==> src/rtl/turn_scheduler.sv <==
// Turn/round controller for the two-player artillery game: keyboard grant, fire, shell flight, hits, game over.
// Optional macro TURN_TIMEOUT_EN builds the per-turn tick timer and forced turn switch.
module turn_scheduler #(
    parameter int unsigned TICK_DIV    = 50000000,
    parameter int unsigned TURN_TICKS  = 30,
    parameter int unsigned HIT_STRETCH = 8,
    parameter int unsigned FLIGHT_MAX  = 16'hFFFF
) (
    input  logic       clock,
    input  logic       rst_n,
    input  logic [6:0] key_in,
    input  logic [7:0] p1_health,
    input  logic [7:0] p2_health,
    input  logic       shell_done,
    input  logic       shell_hit_p1,
    input  logic       shell_hit_p2,
    output logic [6:0] p1_key,
    output logic [6:0] p2_key,
    output logic       fire,
    output logic       active_player,
    output logic       hit_p1,
    output logic       hit_p2,
    output logic [7:0] turn_timer,
    output logic       game_over,
    output logic [1:0] winner
);
    localparam int unsigned WD_W   = $clog2(FLIGHT_MAX + 1);
    localparam int unsigned STR_W  = (HIT_STRETCH > 1) ? $clog2(HIT_STRETCH) : 1;
    localparam logic [7:0]  TICKS_INIT = 8'(TURN_TICKS);
    localparam logic [6:0]  FIRE_KEY   = 7'b10_00001;

    typedef enum logic [2:0] {
        ST_TURN,
        ST_FLIGHT,
        ST_RESOLVE,
        ST_SWITCH,
        ST_OVER
    } state_t;

    state_t           state_q, state_d;
    logic             active_q, active_d;
    logic             fire_q, fire_d;
    logic             hit1_q, hit1_d;
    logic             hit2_q, hit2_d;
    logic [STR_W-1:0] cnt1_q, cnt1_d;
    logic [STR_W-1:0] cnt2_q, cnt2_d;
    logic [7:0]       snap1_q, snap1_d;
    logic [7:0]       snap2_q, snap2_d;
    logic [WD_W-1:0]  wd_q, wd_d;
    logic             over_q, over_d;
    logic [1:0]       winner_q, winner_d;
    logic             p1_dead, p2_dead;

`ifdef TURN_TIMEOUT_EN
    localparam int unsigned PRESC_W = (TICK_DIV > 1) ? $clog2(TICK_DIV) : 1;
    logic [7:0]         timer_q, timer_d;
    logic [PRESC_W-1:0] presc_q, presc_d;
    assign turn_timer = timer_q;
`else
    // Without the timer the tick divider has no function; a turn ends only by firing.
    if (TICK_DIV == 0) begin : g_tick_div_unused
    end
    assign turn_timer = TICKS_INIT;
`endif

    assign p1_dead = (p1_health == 8'd0);
    assign p2_dead = (p2_health == 8'd0);

    // Keyboard grant: only the active player sees the stream, and only during its turn.
    always_comb begin
        p1_key = 7'd0;
        p2_key = 7'd0;
        if (rst_n && state_q == ST_TURN) begin
            if (active_q) p2_key = key_in;
            else          p1_key = key_in;
        end
    end

    always_comb begin
        state_d  = state_q;
        active_d = active_q;
        fire_d   = 1'b0;
        hit1_d   = hit1_q;
        hit2_d   = hit2_q;
        cnt1_d   = cnt1_q;
        cnt2_d   = cnt2_q;
        snap1_d  = snap1_q;
        snap2_d  = snap2_q;
        wd_d     = wd_q;
        over_d   = over_q;
        winner_d = winner_q;
`ifdef TURN_TIMEOUT_EN
        timer_d  = timer_q;
        presc_d  = presc_q;
`endif
        unique case (state_q)
            ST_TURN: begin
                if (key_in == FIRE_KEY) begin
                    fire_d  = 1'b1;
                    wd_d    = '0;
                    state_d = ST_FLIGHT;
                end
`ifdef TURN_TIMEOUT_EN
                else if (timer_q == 8'd0) begin
                    state_d = ST_SWITCH;
                end else if (presc_q == PRESC_W'(TICK_DIV - 1)) begin
                    presc_d = '0;
                    timer_d = timer_q - 8'd1;
                end else begin
                    presc_d = presc_q + PRESC_W'(1);
                end
`endif
            end
            ST_FLIGHT: begin
                if (shell_done) begin
                    hit1_d  = shell_hit_p1;
                    hit2_d  = shell_hit_p2;
                    snap1_d = p1_health;
                    snap2_d = p2_health;
                    cnt1_d  = '0;
                    cnt2_d  = '0;
                    state_d = ST_RESOLVE;
                end else if (wd_q == WD_W'(FLIGHT_MAX - 1)) begin
                    state_d = ST_SWITCH;
                end else begin
                    wd_d = wd_q + WD_W'(1);
                end
            end
            ST_RESOLVE: begin
                // Each strobe ends on a health change or stretch expiry, independently.
                if (hit1_q) begin
                    if (p1_health != snap1_q || cnt1_q == STR_W'(HIT_STRETCH - 1)) hit1_d = 1'b0;
                    else cnt1_d = cnt1_q + STR_W'(1);
                end
                if (hit2_q) begin
                    if (p2_health != snap2_q || cnt2_q == STR_W'(HIT_STRETCH - 1)) hit2_d = 1'b0;
                    else cnt2_d = cnt2_q + STR_W'(1);
                end
                if (!hit1_d && !hit2_d) state_d = ST_SWITCH;
            end
            ST_SWITCH: begin
                active_d = ~active_q;
`ifdef TURN_TIMEOUT_EN
                timer_d  = TICKS_INIT;
                presc_d  = '0;
`endif
                state_d  = ST_TURN;
            end
            ST_OVER: begin
            end
            default: state_d = ST_TURN;
        endcase

        // A dead player ends the game ahead of any other transition.
        if (state_q != ST_OVER && (p1_dead || p2_dead)) begin
            state_d  = ST_OVER;
            over_d   = 1'b1;
            winner_d = {p1_dead, p2_dead};
            fire_d   = 1'b0;
            hit1_d   = 1'b0;
            hit2_d   = 1'b0;
            active_d = active_q;
`ifdef TURN_TIMEOUT_EN
            timer_d  = timer_q;
            presc_d  = presc_q;
`endif
        end
    end

    always_ff @(posedge clock or negedge rst_n) begin
        if (!rst_n) begin
            state_q  <= ST_TURN;
            active_q <= 1'b0;
            fire_q   <= 1'b0;
            hit1_q   <= 1'b0;
            hit2_q   <= 1'b0;
            cnt1_q   <= '0;
            cnt2_q   <= '0;
            snap1_q  <= 8'd0;
            snap2_q  <= 8'd0;
            wd_q     <= '0;
            over_q   <= 1'b0;
            winner_q <= 2'b00;
`ifdef TURN_TIMEOUT_EN
            timer_q  <= TICKS_INIT;
            presc_q  <= '0;
`endif
        end else begin
            state_q  <= state_d;
            active_q <= active_d;
            fire_q   <= fire_d;
            hit1_q   <= hit1_d;
            hit2_q   <= hit2_d;
            cnt1_q   <= cnt1_d;
            cnt2_q   <= cnt2_d;
            snap1_q  <= snap1_d;
            snap2_q  <= snap2_d;
            wd_q     <= wd_d;
            over_q   <= over_d;
            winner_q <= winner_d;
`ifdef TURN_TIMEOUT_EN
            timer_q  <= timer_d;
            presc_q  <= presc_d;
`endif
        end
    end

    assign fire          = fire_q;
    assign active_player = active_q;
    assign hit_p1        = hit1_q;
    assign hit_p2        = hit2_q;
    assign game_over     = over_q;
    assign winner        = winner_q;

endmodule

==> config.mk <==
export PLATFORM = sky130hd
export DESIGN_NAME = turn_scheduler
export DESIGN_NICKNAME = d
export VERILOG_FILES = /design/src/rtl/turn_scheduler.sv
export SDC_FILE = /design/constraint.sdc
export NUM_CORES = 1
export LEC_CHECK = 0
export BUFFER_PORTS_ARGS = -buffer_cell sky130_fd_sc_hd__buf_2
export CELL_PAD_IN_SITES_DETAIL_PLACEMENT = 1
export CELL_PAD_IN_SITES_GLOBAL_PLACEMENT = 2
export CORE_MARGIN = 2
export CORE_UTILIZATION = 30
export DETAILED_ROUTE_END_ITERATION = 10
export GPL_ROUTABILITY_DRIVEN = 0
export MAX_ROUTING_LAYER = met4
export PLACE_DENSITY_LB_ADDON = 0.1
export SLEW_MARGIN = 0
export SYNTH_ARGS = -nofsm -noshare
export SYNTH_HDL_FRONTEND = slang
export SYNTH_SLANG_ARGS = --single-unit
==> constraint.sdc <==
create_clock -name clock -period 2.1 [get_ports clock]
set_clock_uncertainty 0.2 [all_clocks]
set_input_delay 0.105 -clock clock [delete_from_list [all_inputs] [get_ports clock]]
set_output_delay 0.105 -clock clock [all_outputs]
set_load 0.05 [all_outputs]
==> Word level (Yosys, flattened, before mapping) <==
Index checks and enable logic that the tools add are counted.
{ "word_totals": {"in_bits": 28, "regBits": 48, "out_inout_bits": 29, "wordCells": 98} }
{ "classes": {"n_reduce_logical": 21, "add_sub_neg": 3, "n_bitwise": 2, "n_mux": 36, "n_eq_ne": 24} }
{ "ops": {"columns": ["operator", "n"], "rows": [
  ["two-way mux 16 bit", 3],
  ["one-hot mux 16 bit (2 select lines)", 1],
  ["two-way mux 3 bit", 10],
  ["two-way mux 7 bit", 4],
  ["adder 16 x 1 -> 16 bit, second input constant", 1],
  ["equality test 16 bit, second input constant", 1],
  ["logical NOT 8 bit", 2],
  ["inequality test 2 bit, second input constant", 8],
  ["inequality test 8 bit", 2],
  ["AND reduction 4 bit", 4],
  ["two-way mux 1 bit", 13],
  ["one-hot mux 3 bit (2 select lines)", 2],
  ["one-hot mux 3 bit (4 select lines)", 1],
  ["equality test 3 bit, second input constant", 3],
  ["inequality test 3 bit, second input constant", 3],
  ["equality test 7 bit, second input constant", 1],
  ["adder 3 x 1 -> 3 bit, second input constant", 2],
  ["equality test 3 x 2 -> 1 bit, second input constant", 2],
  ["AND reduction 2 bit", 3],
  ["inequality test 4 bit, second input constant", 1],
  ["one-hot mux 1 bit (2 select lines)", 2],
  ["nonzero test 2 bit", 2],
  ["equality test 3 x 1 -> 1 bit, second input constant", 1],
  ["logical AND 1 bit", 3],
  ["other kinds (7)", 11]
]} }

==> Logic depth before layout (Yosys ltp) <==
Gate-level depths: netlist of run 1.
{ "depth": {"depth_word": 10, "mapped_depth": 8} }

==> Worst setup path before layout of run 1 <==
Ideal clock, no wire load.
{ "synth_timing": {"path_kind": "register to register", "startpoint": "register wd_q[0]", "endpoint": "register wd_q[8]", "stages_incl_launch_ff": 9, "t_arrival_ns": 1.672, "path_slack_ns": 0.092, "n_path_buf": 1, "path_cell_list": "dfrtp_1 > inv_1 > ha_1 > and4_2 > and4_4 > or2_0 > buf_6 > o311ai_1 > o41ai_1"} }
{ "synth_via": {"elab_chain_len": 4, "elab_cells_between_ends": 7, "classes_between": "add/sub: 1; eq/ne: 2; mux: 3; reduce/logical: 1"} }
{ "synth_lines": {"columns": ["item", "line_no", "rtl"], "rows": [
  ["from (decl)", "49", "logic [WD_W-1:0] wd_q, wd_d;"],
  ["from (signal assigned)", "198", "wd_q <= wd_d;"],
  ["adder 16 x 1 -> 16 bit", "126", "wd_d = wd_q + WD_W'(1);"],
  ["two-way mux 16 bit", "123", "end else if (wd_q == WD_W'(FLIGHT_MAX - 1)) begin"],
  ["two-way mux 16 bit", "115", "if (shell_done) begin"],
  ["one-hot mux 16 bit (2 select lines)", "96", "unique case (state_q)"]
]} }
Parallel ways exist; a longest one is shown, timed or not. The select of a mux whose other input is x is not followed.
A chain may end at the register's enable or synchronous reset.

==> Worst setup path in the final report of run 1 <==
{ "layout_timing": {"startpoint": "input port p2_health[0]", "endpoint": "register active_q (netlist: active_player)"} }
{ "layout_via": {"elab_chain_len": 5} }
{ "layout_lines": {"columns": ["item", "line_no", "rtl"], "rows": [
  ["from (decl)", "13", "input logic [7:0] p2_health,"],
  ["logical NOT 8 bit", "67", "assign p2_dead = (p2_health == 8'd0);"],
  ["logical OR 1 bit", "155", "if (state_q != ST_OVER && (p1_dead || p2_dead)) begin"],
  ["logical AND 1 bit", "155", null],
  ["inverter 1 bit (no line)", null, null],
  ["AND reduction 2 bit (no line)", null, null],
  ["to (signal assigned)", "190", "active_q <= active_d;"],
  ["to (decl)", "41", "logic active_q, active_d;"]
]} }
Every way passes these cells.

==> results of run 1 <==
stage by stage:
step | instances | total power, mW | util, %
floorplan | 264 | 2.40 | -
global placement | 420 | 2.71 | 35.5
detailed placement | 420 | 2.73 | 35.5
CTS | 448 | 3.35 | 39.0
global route | 448 | 3.56 | 39.2
finish | 448 | 3.31 | 39.2
worst min-delay path: stages:
cell           delay (ns)
dlygate4sd3_1        0.52
buf_2                0.13
buf_4                0.22
what timing repair did:
action,CTS,global route
setup endpoints to repair,14,18
hold buffers,20,0
gates resized for setup,5,9
endpoints found under the hold margin,67,0
buffers inserted,0,0
path summary, 6_finish.rpt:
check / end / from / slack [ns]
worst max-delay path: active_player / p2_health[0] / 0.08
worst min-delay path: winner[0] / rst_n / 0.10
worst max register to register: wd_q[2] / wd_q[0] / 0.09
worst min register to register: game_over / game_over / 0.28
max in group asynchronous: state_q[0] / rst_n / 1.11
min in group clock: fire / key_in[1] / 0.22
layout make-up:
cell class | instances | area [sq um] | area share, %
well taps | 108 | 135 | 3.95
multi-input cells | 196 | 1400 | 40.8
inverters | 2 | 7.51 | 0.219
clock inverters | 3 | 18.8 | 0.548
clock buffers | 5 | 68.8 | 2.01
flip-flops and latches | 48 | 1200 | 35.2
repair buffers | 86 | 591 | 17.3
power by group:
group          internal [mW]  total, mW  switching [mW]  leakage [nW]
clock                  0.233      0.563           0.330        0.0479
sequential              1.18       1.40           0.217         0.620
combinational          0.606       1.35           0.742         0.887
sequential cells by signal (all words and copies together), names as in the netlist:
register       count
active_player      1
snap1_q            8
snap2_q            8
wd_q              16
hit_p2             1
hit_p1             1
cnt1_q             3
state_q            3
fire               1
game_over          1
winner             2
cnt2_q             3
logic make-up (layout without fill, tap and decap cells):
family | after synthesis | in the layout
simple gates | 118 | 118
flops | 48 | 48
xor+xnor | 28 | 28
mux | 20 | 20
buf+inv | 20 | 96
compound gates | 16 | 16
fa+ha+maj | 6 | 6
other cells | 2 | 8
routing by layer:
metal	track usage (%)	share of wire [%]	routed length, microns
met1	17.3	46	2880
met2	24.7	51	3160
met3	2.55	2.2	140
met4	3.27	0.82	51
met5	-	0	0
cells in the mapped netlist, types with 2 or more instances:
master / n / area [sq um]
mux2_2: 18 / 203
conb_1: 2 / 7.51
or4_1: 4 / 30.0
xnor2_1: 27 / 236
o21ai_0: 5 / 25.0
nand3b_1: 3 / 22.5
inv_1: 2 / 7.51
nor2_1: 21 / 78.8
nand2b_1: 4 / 25.0
and3_1: 4 / 25.0
buf_6: 3 / 33.8
and2_1: 17 / 106
ha_1: 6 / 75.1
a21oi_1: 2 / 10.0
a22o_1: 2 / 17.5
nand4_1: 7 / 43.8
nand3_1: 9 / 45.0
buf_4: 8 / 60.1
nor4_1: 2 / 12.5
buf_2: 6 / 30.0
mux2i_1: 2 / 20.0
dfrtp_1: 48 / 1200
nand2_1: 19 / 71.3
nor3_1: 9 / 45.0
nor4_2: 4 / 50.1
nor3_2: 2 / 20.0
and4_1: 2 / 17.5
==> key figures, run 1 <==
Setup path
  – Startpoint Class: primary input
  – Worst endpoint required time: roughly 2.1 ns
  – Largest stage delay on the critical path: between 0.5 and 0.6 ns
  – CP max stage cell: dlygate4sd3_1
  – Cell depth of the worst setup path: 7
  – Cell count of the worst reg-to-reg path: 8
  – Worst Path Max Fanout: 3
  – Element type at the critical path end: register
  – Delay-heaviest family, CP: simple AND/OR/NAND/NOR gates
  – Kind of critical path: primary input to register
  – Critical path arrival: 2.00 ns
  – Crit path cell chain: dlygate4sd3_1 > buf_2 > or4_1 > nor2_1 > nor3_1 > and3_1 > xor2_1
  – WP buf/inv: 2

Drt
  – DRC viols: 0
  – WL/cell: between 10 and 15 microns
  – Vias/cell: between 4 and 5
  – Routed WL: approximately 6200 microns
  – 1st-iter DRT viols: 38
  – First-pass DRT Iterations: 4
  – Post-route ant nets: 0
  – Vias: 2094

Logic synthesis
  – Post-synthesis mux area share: approximately 8.3%
  – Predominant post-synthesis flop cell: dfrtp_1
  – Ys async rst share: between 90% and 100%
  – Netlist cell types: 47
  – Syn Area/Cell: around 10 sq um
  – Cell Area, Synth: ~0.0027 sq mm
  – Largest family of logic cells by synthesized area: simple AND/OR/NAND/NOR gates
  – Post-synthesis compound-gate area fraction: roughly 4%
  – Xor/xnor share of the synthesized area: under 10%
  – Register area share after synthesis: between 40% and 50%
  – Flops & latches, synth: between 40 and 50
  – Post-Synthesis Cells: ~260
  – Synth Area in Simple Gates: between 20% and 30%
  – Synth Warn #: 0
  – Adder-cell area share of the yosys netlist: under 10%
  – Number of synthesized flops with an enable pin: 0

Die
  – Initial Utilization: 30.9%
  – IO Count: between 50 and 60
  – Die W: roughly 100 microns
  – DIE HEIGHT: ~100 microns
  – Die area: between 0.009 and 0.01 sq mm
  – Core Area: about 0.0087 sq mm
  – Rows: 34

Finish
  – Layout cells sized above 1: between 30% and 40%
  – Antenna cells: 0
  – Nets: 373
  – Final instance area: 0.00342 sq mm
  – Fill cell count: between 900 and 1000
  – Most common cell after layout, fill and taps aside: dfrtp_1
  – Most frequent cells in the layout: 46 x dfrtp_1, 42 x buf_2, 27 x xnor2_1
  – Area grow syn2layout: 27.0%

Place
  – Dpl hpwl: between 4000 and 5000 microns
  – Placed cell areas: 0.00310 sq mm
  – I/O Buffers: 48
  – Dpl ws: roughly 0.075 ns

CTS
  – Bufs on Longest Clock Path: 2
  – Sink Count: 48
  – Worst skew pair latency: approximately 0.30 ns
  – Root Buffer: clkbuf_8
  – CTS tree: done
  – Htree depth: 2
  – Clk slew on worst S/H paths: about 0.10 ns
  – Num CTS Buffers: 5

STA
  – Slew Limit Fails: 0
  – Fin. Hold Viols: 0
  – Fmax: between 400 and 500 MHz
  – Fin crit share: 96.0%
  – PnR worst setup slack: ~0.084 ns
  – RSZ-0062 raised after global routing: false
  – Hold slack: between 0.1 and 0.15 ns
  – Setup-failing EPs final: 0
  – Setup TNS Final: 0 ns
  – Min Tclk post-route: about 2.0 ns

Worst hold path
  – Hold crit path type: primary input to asynchronous set/reset pin

GRT
  – Pin count of the biggest net entering global routing: 37
  – First-pass GRT wire length: 11000 microns
  – Total Routing Usage GR: 14.2%
  – Vias in the first global route: around 2300
  – GRT overflow: 0
  – Antenna violations before repair: 0

Pwr
  – Maximum VDD drop: between 400 and 500 uV
  – Leakage: about 1.6 nW
  – Pwr Density: roughly 970 mW/mm^2

Job
  – Max Cap Viol: 0

Status
  – Status: finished clean
Power figures use the tool's default switching activity.
==> inputs of run 2 (changes only) <==
Settings changed: CORE_UTILIZATION 30 to 31, SKIP_LAST_GASP set to 1, SLEW_MARGIN 0 to 20.
==> key figures, run 2 (synthesized netlist as in run 1, its figures left out) <==
Finish
  – Area grow syn2layout: 28.9% (was 27.0%)
  – Fill cell count: 996 (was 999)
  – Final instance area: 0.00347 sq mm (was 0.00342 sq mm)
  – Largest regs: wd_q (16), snap1_q (8), snap2_q (8) (unchanged)
  – Layout cells sized above 1: 33.3% (was 32.6%)
  – Top reg by flops: wd_q (unchanged)
  – Final core occ: 40.4% (was 39.2%)
  – Antenna cells: 0 (unchanged)
  – Largest register FFs: 16 (unchanged)
  – Nets: 372 (was 373)
  – Most frequent cells in the layout: 47 x dfrtp_1, 40 x buf_2, 27 x xnor2_1 (was 46 x dfrtp_1, 42 x buf_2, 27 x xnor2_1)
  – Most common cell after layout, fill and taps aside: dfrtp_1 (unchanged)

Worst hold path
  – Hold Path Cell Cnt: 4
  – Hold crit path type: primary input to register (was primary input to asynchronous set/reset pin)

GRT
  – Pin count of the biggest net entering global routing: 37 (unchanged)
  – Antenna violations before repair: 0 (unchanged)
  – GRT overflow: 0 (unchanged)
  – Vias in the first global route: 2253 (was 2329)
  – Total Routing Usage GR: 14.5% (was 14.2%)
  – First-pass GRT wire length: 10800 microns (was 11000 microns)

Setup path
  – Cell count of the worst reg-to-reg path: 8 (unchanged)
  – Worst endpoint required time: 2.10 ns (was 2.08 ns)
  – Crit path to: wd_q[9] (was active_player)
  – Crit path cell chain: inv_1 > ha_1 > and4_2 > and4_4 > buf_4 > nor4_2 > xnor2_1 > nor2_1 (was dlygate4sd3_1 > buf_2 > or4_1 > nor2_1 > nor3_1 > and3_1 > xor2_1)
  – Critical path startpoint: wd_q[0] (was p2_health[0])
  – Startpoint Class: register (was primary input)
  – Kind of critical path: register to register (was primary input to register)
  – Worst Path Max Fanout: 11 (was 3)
  – Flop2flop setup slack: 0.12 ns (was 0.09 ns)
  – Reg2reg end: wd_q[9] (was wd_q[2])
  – RR Startpoint: wd_q[0] (unchanged)
  – Largest stage delay on the critical path: 0.35 ns (was 0.53 ns)
  – CP max stage cell: dfrtp_1 (was dlygate4sd3_1)
  – Critical path arrival: 1.98 ns (was 2.00 ns)
  – Element type at the critical path end: register (unchanged)

CTS
  – Num CTS Buffers: 5 (unchanged)
  – Sink Count: 48 (unchanged)
  – Root Buffer: clkbuf_8 (unchanged)
  – Clk slew on worst S/H paths: 0.11 ns (was 0.10 ns)
  – CTS tree: done (unchanged)
  – Worst skew pair latency: 0.31 ns (was 0.30 ns)
  – Bufs on Longest Clock Path: 2 (unchanged)
  – Htree depth: 2 (unchanged)

STA
  – Slew Limit Fails: 0 (unchanged)
  – Min Tclk post-route: 1.98 ns (was 2.02 ns)
  – Setup TNS Final: 0 ns (unchanged)
  – Fmax: 504 MHz (was 496 MHz)
  – Fin crit share: 94.4% (was 96.0%)
  – Setup-failing EPs final: 0 (unchanged)
  – Fin. Hold Viols: 0 (unchanged)
  – RSZ-0062 raised after global routing: true (was false)

Drt
  – Post-route ant nets: 0 (unchanged)
  – DRC viols: 0 (unchanged)
  – Vias: 2090 (was 2094)
  – First-pass DRT Iterations: 4 (unchanged)
  – 1st-iter DRT viols: 54 (was 38)
  – Vias/cell: 4.68 (was 4.67)
  – WL/cell: 14.0 microns (was 13.9 microns)
  – Routed WL: 6270 microns (was 6240 microns)

Pwr
  – Maximum VDD drop: 554 uV (was 414 uV)
  – Leakage: 1.57 nW (was 1.55 nW)
  – Pwr Density: 1000 mW/mm^2 (was 967 mW/mm^2)

Job
  – Max Cap Viol: 0 (unchanged)

Die
  – Core Area: 0.00859 sq mm (was 0.00872 sq mm)
  – IO Count: 57 (unchanged)
  – Initial Utilization: 31.3% (was 30.9%)
  – Rows: 34 (unchanged)
  – Die W: 97.2 microns (was 98.8 microns)
  – Die area: 0.00945 sq mm (was 0.00975 sq mm)
  – DIE HEIGHT: 97.2 microns (was 98.8 microns)

Status
  – Status: finished clean (unchanged)

Place
  – Dpl hpwl: 4620 microns (was 4660 microns)
  – I/O Buffers: 48 (unchanged)
  – Placed cell areas: 0.00310 sq mm (unchanged)
run 2: changes by cell type in the layout (fill, tap and decap cells not counted), sizes merged:
cell	change
buf	-4
clkbuf	+4
inv	+2
clkinv	-3
bufinv	+1
dlygate4sd3	-1
run 2: metrics by stage:
step / setup slack [ns] / total power [mW] / hold slack, ns / cells
after floorplan: 0.0921 / 2.40 / -0.391 / 264
after global placement: 0.143 / 2.72 / -0.0807 / 420
after detailed placement: 0.0937 / 2.74 / -0.0945 / 420
after CTS: 0.00689 / 3.52 / 0.00196 / 447
after global routing: 0.00520 / 3.74 / 0.00403 / 447
final: 0.117 / 3.49 / 0.0113 / 447
run 2: repair_timing:
| item | 4_1_cts | 5_1_grt |
|---|---|---|
| hold buffers | 19 | 0 |
| setup endpoints to repair | 14 | 18 |
| gates resized for setup | 3 | 16 |
| hold endpoints to repair | 66 | 0 |
| setup buffers | 0 | 0 |
run 2: area by class of cell:
class                           instances  area (sq um)  area share [%]
Timing Repair Buffer                   85           586            16.9
Multi-Input combinational cell        196          1420            41.0
Clock inverter                          3          50.0            1.44
Inverter                                2          7.51           0.216
Sequential cell                        48          1200            34.6
Tap cell                              108           135            3.89
Clock buffer                            5          68.8            1.98
run 2: report_power, final:
| part | internal (mW) | switching [mW] |
|---|---|---|
| Clock | 0.368 | 0.355 |
| Sequential | 1.17 | 0.213 |
| Combinational | 0.620 | 0.758 |
run 2: routing by layer:
layer  global-route usage (%)  up-vias  routed length, microns
met5                        -        -                       0
li1                         -     1035                       -
met3                     2.59        7                     118
met4                     3.53        0                      53
met2                     25.6       21                    3380
met1                     17.2     1027                    2720
run 2: how the worst min path moves through the flow:
stage	from	endpoint	slack (ns)
6_report	shell_hit_p2	hit_p2	0.01
2_1_floorplan	rst_n	active_player	-0.39
5_1_grt	shell_hit_p2	hit_p2	0.004
3_5_place_dp	rst_n	active_player	-0.09
3_3_place_gp	rst_n	winner[1]	-0.08
4_1_cts	shell_hit_p2	hit_p2	0.002
run 2: critical path, delay by kind of cell, from the launching register on:
kind                       cells  cell delay [ns]
buffers and inverters          2             0.21
adders and majority gates      1             0.18
xor gates and xnor gates       1             0.16
DFF                            1             0.35
and+or+nand+nor                4             0.78
